--- src/rtl/aes_stream_arbiter_if.sv ---
// Bundle of requester, response and cipher-core pins for the stream arbiter.
// slave = arbiter side, master = requesters/core side.
interface aes_stream_arbiter_if #(
   parameter int N_CH = 4
);
   localparam int CW = $clog2(N_CH);

   logic [N_CH-1:0]   req_valid;
   logic [N_CH*8-1:0] req_data;
   logic [N_CH*8-1:0] req_key;
   logic [N_CH-1:0]   req_last;
   logic [N_CH-1:0]   req_ready;
   logic              resp_valid;
   logic [CW-1:0]     resp_ch;
   logic [7:0]        resp_data;
   logic              resp_last;
   logic              busy;
   logic              core_new_msg;
   logic [7:0]        core_key;
   logic              core_in_valid;
   logic [7:0]        core_in;
   logic [7:0]        core_out;

   modport slave (
      input  req_valid, req_data, req_key, req_last, core_out,
      output req_ready, resp_valid, resp_ch, resp_data, resp_last, busy,
             core_new_msg, core_key, core_in_valid, core_in
   );

   modport master (
      output req_valid, req_data, req_key, req_last, core_out,
      input  req_ready, resp_valid, resp_ch, resp_data, resp_last, busy,
             core_new_msg, core_key, core_in_valid, core_in
   );
endinterface

--- src/rtl/aes_stream_arbiter.sv ---
// Round-robin, message-granular sharing of one byte cipher core between N_CH keyed channels.
//   state | meaning
//   IDLE  | no owner; pick next requester from rr_ptr
//   LOAD  | pulse core_new_msg with the owner's key
//   ISSUE | req_ready to owner, wait for its byte
//   PEND  | byte presented to core (core_in_valid)
//   WAIT  | count core latency, then capture and emit response
module aes_stream_arbiter #(
   parameter int N_CH     = 4,
   parameter int CORE_LAT = 2
) (
   input  logic                clk,
   input  logic                rst_n,
   aes_stream_arbiter_if.slave bus
);
   localparam int CW    = $clog2(N_CH);
   localparam int CNT_W = (CORE_LAT > 1) ? $clog2(CORE_LAT) : 1;

   typedef enum logic [2:0] {IDLE, LOAD, ISSUE, PEND, WAIT} state_t;

   state_t           state, state_nxt;
   logic [CW-1:0]    rr_ptr, grant, pick;
   logic             pick_found, last_r, hs, done;
   logic [CNT_W-1:0] cnt;
   int               j;

   always_comb begin
      pick_found = 1'b0;
      pick       = rr_ptr;
      j          = 0;
      for (int i = 0; i < N_CH; i++) begin
         j = int'(rr_ptr) + i;
         if (j >= N_CH) j = j - N_CH;
         if (!pick_found && bus.req_valid[j]) begin
            pick_found = 1'b1;
            pick       = CW'(j);
         end
      end
   end

   assign hs   = (state == ISSUE) && bus.req_valid[grant];
   assign done = (state == WAIT) && (cnt == CNT_W'(CORE_LAT - 1));

   // Ready depends only on state/grant, never on req_valid.
   always_comb begin
      bus.req_ready = '0;
      if (state == ISSUE) bus.req_ready[grant] = 1'b1;
   end

   always_comb begin
      state_nxt = state;
      case (state)
         IDLE:    if (pick_found) state_nxt = LOAD;
         LOAD:    state_nxt = ISSUE;
         ISSUE:   if (hs) state_nxt = PEND;
         PEND:    state_nxt = WAIT;
         WAIT:    if (done) state_nxt = last_r ? IDLE : ISSUE;
         default: state_nxt = IDLE;
      endcase
   end

   always_ff @(posedge clk or negedge rst_n) begin
      if (!rst_n) state <= IDLE;
      else        state <= state_nxt;
   end

   always_ff @(posedge clk or negedge rst_n) begin
      if (!rst_n) begin
         rr_ptr            <= '0;
         grant             <= '0;
         last_r            <= 1'b0;
         cnt               <= '0;
         bus.busy          <= 1'b0;
         bus.resp_valid    <= 1'b0;
         bus.resp_ch       <= '0;
         bus.resp_data     <= '0;
         bus.resp_last     <= 1'b0;
         bus.core_new_msg  <= 1'b0;
         bus.core_key      <= '0;
         bus.core_in_valid <= 1'b0;
         bus.core_in       <= '0;
      end else begin
         bus.busy          <= (state_nxt != IDLE);
         bus.resp_valid    <= 1'b0;
         bus.core_new_msg  <= 1'b0;
         bus.core_key      <= '0;
         bus.core_in_valid <= 1'b0;
         bus.core_in       <= '0;
         case (state)
            IDLE: if (pick_found) begin
               grant            <= pick;
               bus.core_new_msg <= 1'b1;
               bus.core_key     <= bus.req_key[int'(pick)*8 +: 8];
            end
            ISSUE: if (hs) begin
               bus.core_in_valid <= 1'b1;
               bus.core_in       <= bus.req_data[int'(grant)*8 +: 8];
               last_r            <= bus.req_last[grant];
            end
            PEND: cnt <= '0;
            WAIT: begin
               cnt <= cnt + 1'b1;
               if (done) begin
                  bus.resp_valid <= 1'b1;
                  bus.resp_data  <= bus.core_out;
                  bus.resp_ch    <= grant;
                  bus.resp_last  <= last_r;
                  if (last_r) rr_ptr <= (grant == CW'(N_CH - 1)) ? '0 : grant + 1'b1;
               end
            end
            default: ;
         endcase
      end
   end
endmodule

--- src/flat_wrapper.sv ---
// flat-port wrapper written by rule: the top's interface ports become plain ports
module aes_stream_arbiter_flat 
#(
   parameter int N_CH     = 4,
   parameter int CORE_LAT = 2
)
  (clk, rst_n, bus_req_valid, bus_req_data, bus_req_key, bus_req_last, bus_core_out, bus_req_ready, bus_resp_valid, bus_resp_ch, bus_resp_data, bus_resp_last, bus_busy, bus_core_new_msg, bus_core_key, bus_core_in_valid, bus_core_in);
  aes_stream_arbiter_if #(.N_CH(N_CH)) bus_i ();
  input  logic clk;
  input  logic rst_n;
  input wire logic [$bits(bus_i.req_valid)-1:0] bus_req_valid;
  input wire logic [$bits(bus_i.req_data)-1:0] bus_req_data;
  input wire logic [$bits(bus_i.req_key)-1:0] bus_req_key;
  input wire logic [$bits(bus_i.req_last)-1:0] bus_req_last;
  input wire logic [$bits(bus_i.core_out)-1:0] bus_core_out;
  output wire logic [$bits(bus_i.req_ready)-1:0] bus_req_ready;
  output wire logic [$bits(bus_i.resp_valid)-1:0] bus_resp_valid;
  output wire logic [$bits(bus_i.resp_ch)-1:0] bus_resp_ch;
  output wire logic [$bits(bus_i.resp_data)-1:0] bus_resp_data;
  output wire logic [$bits(bus_i.resp_last)-1:0] bus_resp_last;
  output wire logic [$bits(bus_i.busy)-1:0] bus_busy;
  output wire logic [$bits(bus_i.core_new_msg)-1:0] bus_core_new_msg;
  output wire logic [$bits(bus_i.core_key)-1:0] bus_core_key;
  output wire logic [$bits(bus_i.core_in_valid)-1:0] bus_core_in_valid;
  output wire logic [$bits(bus_i.core_in)-1:0] bus_core_in;
  assign bus_i.req_valid = bus_req_valid;
  assign bus_i.req_data = bus_req_data;
  assign bus_i.req_key = bus_req_key;
  assign bus_i.req_last = bus_req_last;
  assign bus_i.core_out = bus_core_out;
  assign bus_req_ready = bus_i.req_ready;
  assign bus_resp_valid = bus_i.resp_valid;
  assign bus_resp_ch = bus_i.resp_ch;
  assign bus_resp_data = bus_i.resp_data;
  assign bus_resp_last = bus_i.resp_last;
  assign bus_busy = bus_i.busy;
  assign bus_core_new_msg = bus_i.core_new_msg;
  assign bus_core_key = bus_i.core_key;
  assign bus_core_in_valid = bus_i.core_in_valid;
  assign bus_core_in = bus_i.core_in;
  aes_stream_arbiter #(.N_CH(N_CH), .CORE_LAT(CORE_LAT)) u_core (.clk(clk), .rst_n(rst_n), .bus(bus_i));
endmodule
--- config.mk ---
export PLATFORM = sky130hd
export DESIGN_NAME = aes_stream_arbiter_flat
export DESIGN_NICKNAME = d
export VERILOG_FILES = /design/src/rtl/aes_stream_arbiter_if.sv /design/src/rtl/aes_stream_arbiter.sv /design/src/flat_wrapper.sv
export SDC_FILE = /design/constraint.sdc
export NUM_CORES = 1
export LEC_CHECK = 0
export ABC_AREA = 0
export CAP_MARGIN = 20
export CORE_UTILIZATION = 38
export CTS_CLUSTER_DIAMETER = 50
export CTS_CLUSTER_SIZE = 10
export DETAILED_ROUTE_END_ITERATION = 16
export PLACE_DENSITY = 0.88
export SLEW_MARGIN = 20
export SYNTH_ARGS = -nofsm -noshare
export SYNTH_HDL_FRONTEND = slang
export SYNTH_SLANG_ARGS = --single-unit
--- constraint.sdc ---
create_clock -name clk -period 2 [get_ports clk]
set_clock_uncertainty 0.15 [all_clocks]
set_input_delay 0.3 -clock clk [delete_from_list [all_inputs] [get_ports clk]]
set_output_delay 0.3 -clock clk [all_outputs]
set_load 0.02 [all_outputs]
Yosys cells after proc, flatten, opt, wreduce, memory -nomap -nowiden
Cells that the tools add are included.

cells by class
  add/sub/neg operators = 9
  $lt $le $gt $ge = 10
  equal/unequal tests = 5
  shift-type cells = 2
  mux-type cells = 48
  reduce and logical (&&, ||, !) cells = 16

operators by type and width
  cell                                                                                   count
  32-bit by 4-bit less-than comparator with 1-bit output (second input constant)         4
  32-bit two-way mux                                                                     4
  32-bit by 4-bit greater-or-equal comparator with 1-bit output (second input constant)  3
  32-bit by 4-bit subtractor with 32-bit output (second input constant)                  3
  32-bit by 6-bit variable part select with 8-bit output                                 2
  8-bit two-way mux                                                                      4
  1-bit two-way mux                                                                      21
  3-bit case mux with 5 select lines                                                     1
  1-bit binary-select mux with 2-bit select                                              6
  2-bit two-way mux                                                                      6
  3-bit two-way mux                                                                      3
  2-bit by 2-bit adder with 3-bit output (second input constant)                         2
  3-bit by 2-bit equality test with 1-bit output (second input constant)                 2
  1-bit logical AND                                                                      6
  2-bit AND reduction                                                                    3
  4-bit two-way mux                                                                      1
  2-bit by 3-bit subtractor with 4-bit output (second input constant)                    1
  2-bit by 1-bit adder with 3-bit output (second input constant)                         1
  3-bit by 1-bit equality test with 1-bit output (second input constant)                 1
  3-bit equality test (second input constant)                                            1
  2-bit by 3-bit greater-or-equal comparator with 1-bit output (second input constant)   1
  1-bit zero test                                                                        3
  3-bit zero test                                                                        1
  2-bit by 3-bit less-than comparator with 1-bit output (second input constant)          1
  9 further kinds                                                                        9

storage, ports and cells
  flip-flop bits (word level) = 40
  logic and storage cells = 104

Depth between registers and ports, before layout
Gate-level depths: netlist of run 1.

  word-level depth = 18
  mapped depth = 6
  gate-level depth less buffers = 5

Worst setup path before layout of run 1
No wires, ideal clock.

  path type = register to register
  from = register u_core.grant[0]
  to = register u_core.bus.busy
  library setup time = 0.131 ns
  arrival time = 1.541 ns
  required time = 1.719 ns
  slack = 0.177 ns
  stages on the path, launching flop included = 5
  period minus slack after synthesis = 1.823 ns
  cells stage by stage = dfrtp_1 -> mux4_2 -> nand2_2 -> nand2_2 -> or3_1

between the ends
  cells in the longest elaborated chain, start to end = 6

ends and longest elaborated chain
  element                                    line                         source
  start, declared                            aes_stream_arbiter.sv:22     logic [CW-1:0] rr_ptr, grant, pick;
  start signal, assigned                     aes_stream_arbiter.sv:91     grant <= pick;
  1-bit binary-select mux with 2-bit select  aes_stream_arbiter.sv:41     assign hs = (state == ISSUE) && bus.req_valid[grant];
  1-bit two-way mux (implied by the code)    aes_stream_arbiter.sv:41
  1-bit logical AND                          aes_stream_arbiter.sv:41
  3-bit two-way mux                          aes_stream_arbiter.sv:55     ISSUE: if (hs) state_nxt = PEND;
  3-bit case mux with 5 select lines         aes_stream_arbiter.sv:52     case (state)
  via u_core.state_nxt[0]                    aes_stream_arbiter.sv:21     state_t state, state_nxt;
  3-bit nonzero test                         aes_stream_arbiter.sv:83     bus.busy <= (state_nxt != IDLE);
  end signal, assigned                       aes_stream_arbiter.sv:83
  end, declared                              aes_stream_arbiter_if.sv:26  output req_ready, resp_valid, resp_ch, resp_data, resp_last, busy,

The timed path passes the listed nets, and every way through them passes these cells. The select of a mux whose other input is x is not followed.
A chain may end at the register's enable or synchronous reset.

Worst setup path after layout of run 1
  from = register u_core.state[2]
  to = register u_core.bus.core_key[3] in the netlist's numbering

between the ends
  cells in the longest elaborated chain, start to end = 2

ends and longest elaborated chain
  element                 line                         source
  start, declared         aes_stream_arbiter.sv:21
  start signal, assigned  aes_stream_arbiter.sv:64     else state <= state_nxt;
  3-bit zero test         aes_stream_arbiter.sv:89     case (state)
  8-bit two-way mux       aes_stream_arbiter.sv:89
  end signal, assigned    aes_stream_arbiter.sv:93     bus.core_key <= bus.req_key[int'(pick)*8 +: 8];
  end, declared           aes_stream_arbiter_if.sv:27  core_new_msg, core_key, core_in_valid, core_in

Every way passes these cells.

==> impl_metrics.json, run 1 <==
{
  "core_area_um2": 4880,
  "crit_type": "flip-flop to flip-flop",
  "fmax_mhz": 523,
  "internal_power_uw": 2660,
  "power_frac_clock_pct": 16.6,
  "crit_path_cell_trace": "buf_4 > nor3_1 > o41ai_4 > or2_4 > o22ai_1",
  "cts_max_path_buffers": 2,
  "netlist_instances": 153,
  "synth-xor-area-share_pct": 0.440,
  "layout_min_cycle_time_ps": 1910,
  "totalPowerFinal_uw": 4120,
  "fill_cells": 367,
  "dr.pass1.iters": 4,
  "place_congestion": 0.976,
  "die_y_um": 74.4,
  "muxShareOfSynthArea_pct": 26.5,
  "maxSlewViolCount": 0,
  "diodes": 0,
  "worst_pin_slew_ps": 489,
  "final-setup-viol-count": 0,
  "setup_tns_ps": 0,
  "initial_core_util_pct": 40.8,
  "synth-adder-area-share_pct": 2.51,
  "synth_top_area_share_pct": 50.3,
  "ys_seq_area_share_pct": 50.3,
  "area_delta_synth_final_pct": 73.4,
  "cts-root-buf": "clkbuf_8",
  "rsz0062_at_grt": "no",
  "grt_pass1_wl_mm": 8.18,
  "io_buffer_count": 116,
  "maxCapViolations": 0,
  "critPathArrivalTime_ps": 1970,
  "p_seq_share_pct": 30.7,
  "grt_max_degree": 41,
  "cts_tree": "yes",
  "synth_top_family_by_area": "multiplexers",
  "p_comb_share_pct": 52.7,
  "drive_gt1_share_pct": 16.4,
  "synth.distinct_cells": 35,
  "overflow": 0,
  "wire_per_inst_um": 15.5,
  "vias": 1775,
  "synth-compound-area-share_pct": 6.47,
  "synthSimpleGateAreaFrac_pct": 11.0,
  "power_switching_uw": 1460,
  "hp-class": "flip-flop to flip-flop",
  "remaining_drc_errors": 0,
  "dp_hpwl_mm": 4.28,
  "cp_max_fo": 9,
  "status": "complete, no violations",
  "synthTopCellsByArea": "dfrtp_1 50%, mux4_2 9.1%, mux2i_1 8.0%",
  "rows": 25,
  "hold_viol": 0,
  "synth_area_leader_cell": "dfrtp_1",
  "ant_nets": 0,
  "netlist_area_um2": 1990,
  "leakage_uw": 0.00152,
  "clk_pin_slew_worst_paths_ps": 80,
  "syn_avg_cell_area_um2": 13.0,
  "worst_setup_path_end_kind": "flip-flop",
  "cpMaxStageDelayCell": "nor3_1",
  "dieWidth_um": 74.4,
  "grt_usage_pct": 20.5,
  "cts_buffers": 5,
  "fin_crit_sh_pct": 95.7,
  "drt_iter0_drc": 45,
  "syn_nets": 239,
  "sw_frac_of_total_pct": 35.5,
  "critPathRequiredTime_ps": 2060,
  "start_kind": "flip-flop",
  "clock-sinks": 40,
  "slew_headroom_pct": 67.4,
  "p_per_area_nw_per_um2": 1200,
  "slowest_delay_ps": 410,
  "finalWirelength_mm": 5.45,
  "synth.yosys.warnings": 0,
  "ys_ff_latch": 40,
  "vdd_drop_max_mv": 0.555,
  "htreeDepth": 2,
  "antenna_found_initial": 0,
  "pin_count": 117,
  "clk_latency_ps": 290,
  "viasPerCell": 5.03,
  "die_area_um2": 5530,
  "fin_nets": 371,
  "grt_pass1_vias": 1750
}
-- worst max-delay path: cells and delay by family, from the launching register on --
| kind | cells | cell delay (ps) |
|---|---|---|
| flip-flops | 1 | 400 |
| buffers and inverters | 1 | 160 |
| AO/OA/AOI/OAI | 2 | 380 |
| AND/OR/NAND/NOR | 2 | 740 |
-- cell usage after synthesis --
library cell,n
inv_1,4
ha_1,4
nand4b_1,1
o31ai_1,1
nand3b_1,1
xnor2_1,1
o22ai_1,10
and3_1,9
dfrtp_1,40
nor2_1,2
a2bb2oi_1,1
mux2_1,9
clkbuf_1,3
o41ai_2,1
nand2_2,3
a21oi_1,1
nand2_1,9
mux4_1,2
or2_1,1
buf_1,1
o21ai_0,2
and2_1,4
o221ai_1,1
nor3_1,2
buf_6,1
nand2b_1,1
nor3b_1,1
mux2_2,3
o21ai_1,2
mux2i_1,16
or3_1,2
mux4_2,8
nor2b_1,3
buf_2,2
inv_2,1
-- layer usage --
| layer | track usage [%] | share of wire [%] | up-vias |
|---|---|---|---|
| met5 | 0 | 0 | - |
| met4 | 5.24 | 1.0 | 0 |
| met3 | 8.67 | 13 | 8 |
| met2 | 38.0 | 50 | 120 |
| met1 | 21.2 | 36 | 816 |
| li1 | - | - | 831 |
-- power groups by stage --
| stage | logic, uW | clock network [uW] | registers, uW |
|---|---|---|---|
| 5_1_grt | 2340 | 743 | 1300 |
| 6_report | 2170 | 683 | 1270 |
| 4_1_cts | 2160 | 704 | 1270 |
| 3_5_place_dp | 2150 | 0 | 1280 |
| 2_1_floorplan | 878 | 0 | 1530 |
| 3_3_place_gp | 2110 | 0 | 1260 |
-- state kept, by name (all words and copies together), names as in the netlist, 2 cells and up --
name / cells
u_core.bus.core_in: 8
u_core.bus.core_key: 8
u_core.bus.resp_data: 8
u_core.state: 3
u_core.bus.resp_ch: 2
u_core.grant: 2
u_core.rr_ptr: 2
-- metrics by stage --
stage	util (%)	worst slack (ps)	std cells	hold WS, ps	instance area [um^2]
detailed placement	67.9	-224	343	233	3310
global placement	67.9	-122	343	227	3310
floorplan	-	177	153	-146	1990
finish	70.7	86.4	353	336	3450
CTS	70.7	15.6	352	341	3450
global route	70.7	4.47	353	368	3450
-- cell type report --
| cell class | count | area, um^2 | share of cell area (%) |
|---|---|---|---|
| repair buffers | 132 | 1270 | 36.8 |
| well taps | 67 | 83.8 | 2.43 |
| flip-flops and latches | 40 | 1000 | 29.0 |
| multi-input cells | 101 | 953 | 27.6 |
| inverters | 5 | 18.8 | 0.544 |
| clock buffers | 6 | 82.6 | 2.39 |
| clock inverters | 2 | 38.8 | 1.12 |
-- layout by cell type, fill, tap and decap left out, types with 2 or more instances in the layout --
| cell type | instances |
|---|---|
| o21ai_1 | 2 |
| inv_1 | 4 |
| dfrtp_1 | 39 |
| nor2b_1 | 3 |
| mux4_2 | 8 |
| clkbuf_2 | 4 |
| and2_1 | 4 |
| ha_1 | 4 |
| buf_4 | 14 |
| clkbuf_8 | 6 |
| clkdlybuf4s50_1 | 111 |
| mux2_2 | 3 |
| and3_1 | 9 |
| nor3_1 | 2 |
| mux4_1 | 2 |
| mux2i_1 | 16 |
| mux2_1 | 9 |
| nand2_1 | 9 |
| or3_1 | 2 |
| nor2_1 | 2 |
| o22ai_1 | 10 |
| nand2_2 | 3 |
| o21ai_0 | 2 |
-- worst paths after layout --
| path | slack, ps | end | cells after the start | from |
|---|---|---|---|---|
| max | 90 | u_core.bus.core_key[3] | 5 | u_core.state[2] |
| min | 340 | u_core.bus.resp_last | 2 | u_core.bus.resp_last |
| max reg2reg | 90 | u_core.bus.core_key[3] | 5 | u_core.state[2] |
| min reg2reg | 340 | u_core.bus.resp_last | 2 | u_core.bus.resp_last |
| max in group asynchronous | 880 | u_core.grant[0] | 3 | rst_n |
| min in group asynchronous | 450 | u_core.bus.core_in_valid | 3 | rst_n |
-- kinds of logic after synthesis --
group,Yosys count
flops,40
simple gates,39
mux,38
compound gates,19
buf+inv,12
fa+ha+maj,4
xor+xnor,1
-- what timing repair did --
action                                  4_1_cts  5_1_grt
resized for setup                            10        6
hold buffers                                  1        0
endpoints found under the setup margin        4       13
cloned                                        0        0
endpoints found under the hold margin        40        0
setup buffers                                 0        1
pin swaps                                     0        1
Power figures use the tool's default switching activity.
==> run 2, diff against run 1 <==
--- a/config.mk
+++ b/config.mk
@@ -16,3 +16,4 @@
 export SYNTH_ARGS = -nofsm -noshare
 export SYNTH_HDL_FRONTEND = slang
 export SYNTH_SLANG_ARGS = --single-unit
+export TNS_END_PERCENT = 10
==> impl_metrics.json, run 2 (synthesis results as in run 1) <==
{
  "viasPerCell": 5.02,
  "die_y_um": 74.4,
  "htreeDepth": 2,
  "hp-class": "flip-flop to flip-flop",
  "ant_nets": 0,
  "crit_type": "primary input to flip-flop",
  "layout_min_cycle_time_ps": 1970,
  "final-setup-viol-count": 0,
  "rsz0062_at_grt": "yes",
  "placed_cell_area_um2": 3310,
  "critPathRequiredTime_ps": 2010,
  "setup_slack_ps": 33.1,
  "maxSlewViolCount": 0,
  "cp-startpoint": "bus_req_valid[3]",
  "overflow": 0,
  "grt_pass1_wl_mm": 8.18,
  "io_buffer_count": 116,
  "place_congestion": 0.976,
  "p_per_area_nw_per_um2": 1190,
  "fin_crit_sh_pct": 98.3,
  "rows": 25,
  "status": "complete, no violations",
  "cts_tree": "yes",
  "worstHoldStart": "u_core.bus.resp_last",
  "fill_cells": 366,
  "final_common_cell": "clkdlybuf4s50_1",
  "dieWidth_um": 74.4,
  "cp_num_buf_inv": 2,
  "worst_pin_slew_ps": 489,
  "dp_hpwl_mm": 4.28,
  "vias": 1771,
  "place_ws_ps": -224,
  "worst_setup_path_end_kind": "flip-flop",
  "fmax_mhz": 508,
  "leakage_uw": 0.00152,
  "wire_per_inst_um": 15.5,
  "cts_max_path_buffers": 2,
  "crit_family": "buffers and inverters",
  "drt_iter0_drc": 45,
  "finalWirelength_mm": 5.46,
  "hold_viol": 0,
  "stdcell_area_um2": 3440,
  "fin_nets": 371,
  "clk_latency_ps": 290,
  "grt_pass1_vias": 1750,
  "final_core_util_pct": 70.4,
  "crit_path_cell_trace": "clkdlybuf4s50_1 > buf_4 > o41ai_2 > or2_1 > o22ai_1",
  "grt_max_degree": 41,
  "cp_max_fo": 9,
  "final_cell_mix": "111 x clkdlybuf4s50_1, 39 x dfrtp_1, 16 x mux2i_1, 14 x buf_4, 10 x o22ai_1",
  "reg_top3": "u_core.bus.core_in: 8 flops, u_core.bus.core_key: 8 flops, u_core.bus.resp_data: 8 flops",
  "slowest_delay_ps": 500,
  "remaining_drc_errors": 0,
  "dr.pass1.iters": 4,
  "vdd_drop_max_mv": 0.555,
  "start_kind": "primary input",
  "critPathArrivalTime_ps": 1970,
  "clock-sinks": 40,
  "pin_count": 117,
  "setup_tns_ps": 0,
  "drive_gt1_share_pct": 16.1,
  "core_area_um2": 4880,
  "maxCapViolations": 0,
  "initial_core_util_pct": 40.8,
  "clk_pin_slew_worst_paths_ps": 80,
  "area_delta_synth_final_pct": 72.7,
  "regToRegSetupSlack_ps": 110,
  "diodes": 0,
  "antenna_found_initial": 0,
  "grt_usage_pct": 20.5,
  "slew_headroom_pct": 67.4,
  "die_area_um2": 5530,
  "cts-root-buf": "clkbuf_8",
  "cts_buffers": 5,
  "cpMaxStageDelayCell": "clkdlybuf4s50_1",
  "rr_startpoint": "u_core.state[2]"
}
## run 2: worst paths after layout
check                                            to  cells after the start
hold reg to reg                u_core.bus.resp_last                      2
setup reg to reg             u_core.bus.core_key[3]                      5
setup / recovery             u_core.bus.core_key[6]                      5
min in group asynchronous  u_core.bus.core_in_valid                      3
hold / removal                 u_core.bus.resp_last                      2
max in group asynchronous           u_core.grant[0]                      3
## run 2: cell type report
class                      count  area, um^2  share of cell area, %
sequential                    40        1000                   29.2
tap                           67        83.8                   2.44
clock inverter                 2        38.8                   1.13
clock buffer                   6        82.6                   2.40
inverter                       5        18.8                  0.546
timing repair buffer         132        1270                   37.0
multi-input combinational    101         940                   27.3
## run 2: timing repair
action                                  CTS  global route
cloned                                    0             0
setup buffers                             0             1
endpoints found under the setup margin    4            13
endpoints found under the hold margin    40             0
resized for setup                        10             4
hold buffers                              1             0
pin swaps                                 0             1
## run 2: where the power goes
| group | internal (uW) | total [uW] | switching [uW] |
|---|---|---|---|
| combinational | 1130 | 2150 | 1020 |
| sequential | 1100 | 1270 | 165 |
| clock | 408 | 683 | 275 |
| total | 2640 | 4100 | 1460 |
## run 2: tightest hold or removal path: cells and delay by family (launching register included)
family / cells / cell delay (ps)
flip-flops: 1 / 350
AND/OR/NAND/NOR: 2 / 110
## run 2: per-layer routing
layer  routed length [um]  vias to the layer above  GRT usage [%]
met5                    0                        -              0
met4                   59                        0           5.24
met3                  747                        8           8.67
met2                 2690                      122           38.0
met1                 1960                      810           21.2
li1                     -                      831              -
## run 2: per-stage QoR
stage | power (uW) | hold slack (ps) | cells
after floorplan | 2410 | -146 | 153
final | 4100 | 336 | 353
after global routing | 4360 | 368 | 353
after global placement | 3360 | 227 | 343
after CTS | 4140 | 341 | 352
after detailed placement | 3420 | 233 | 343
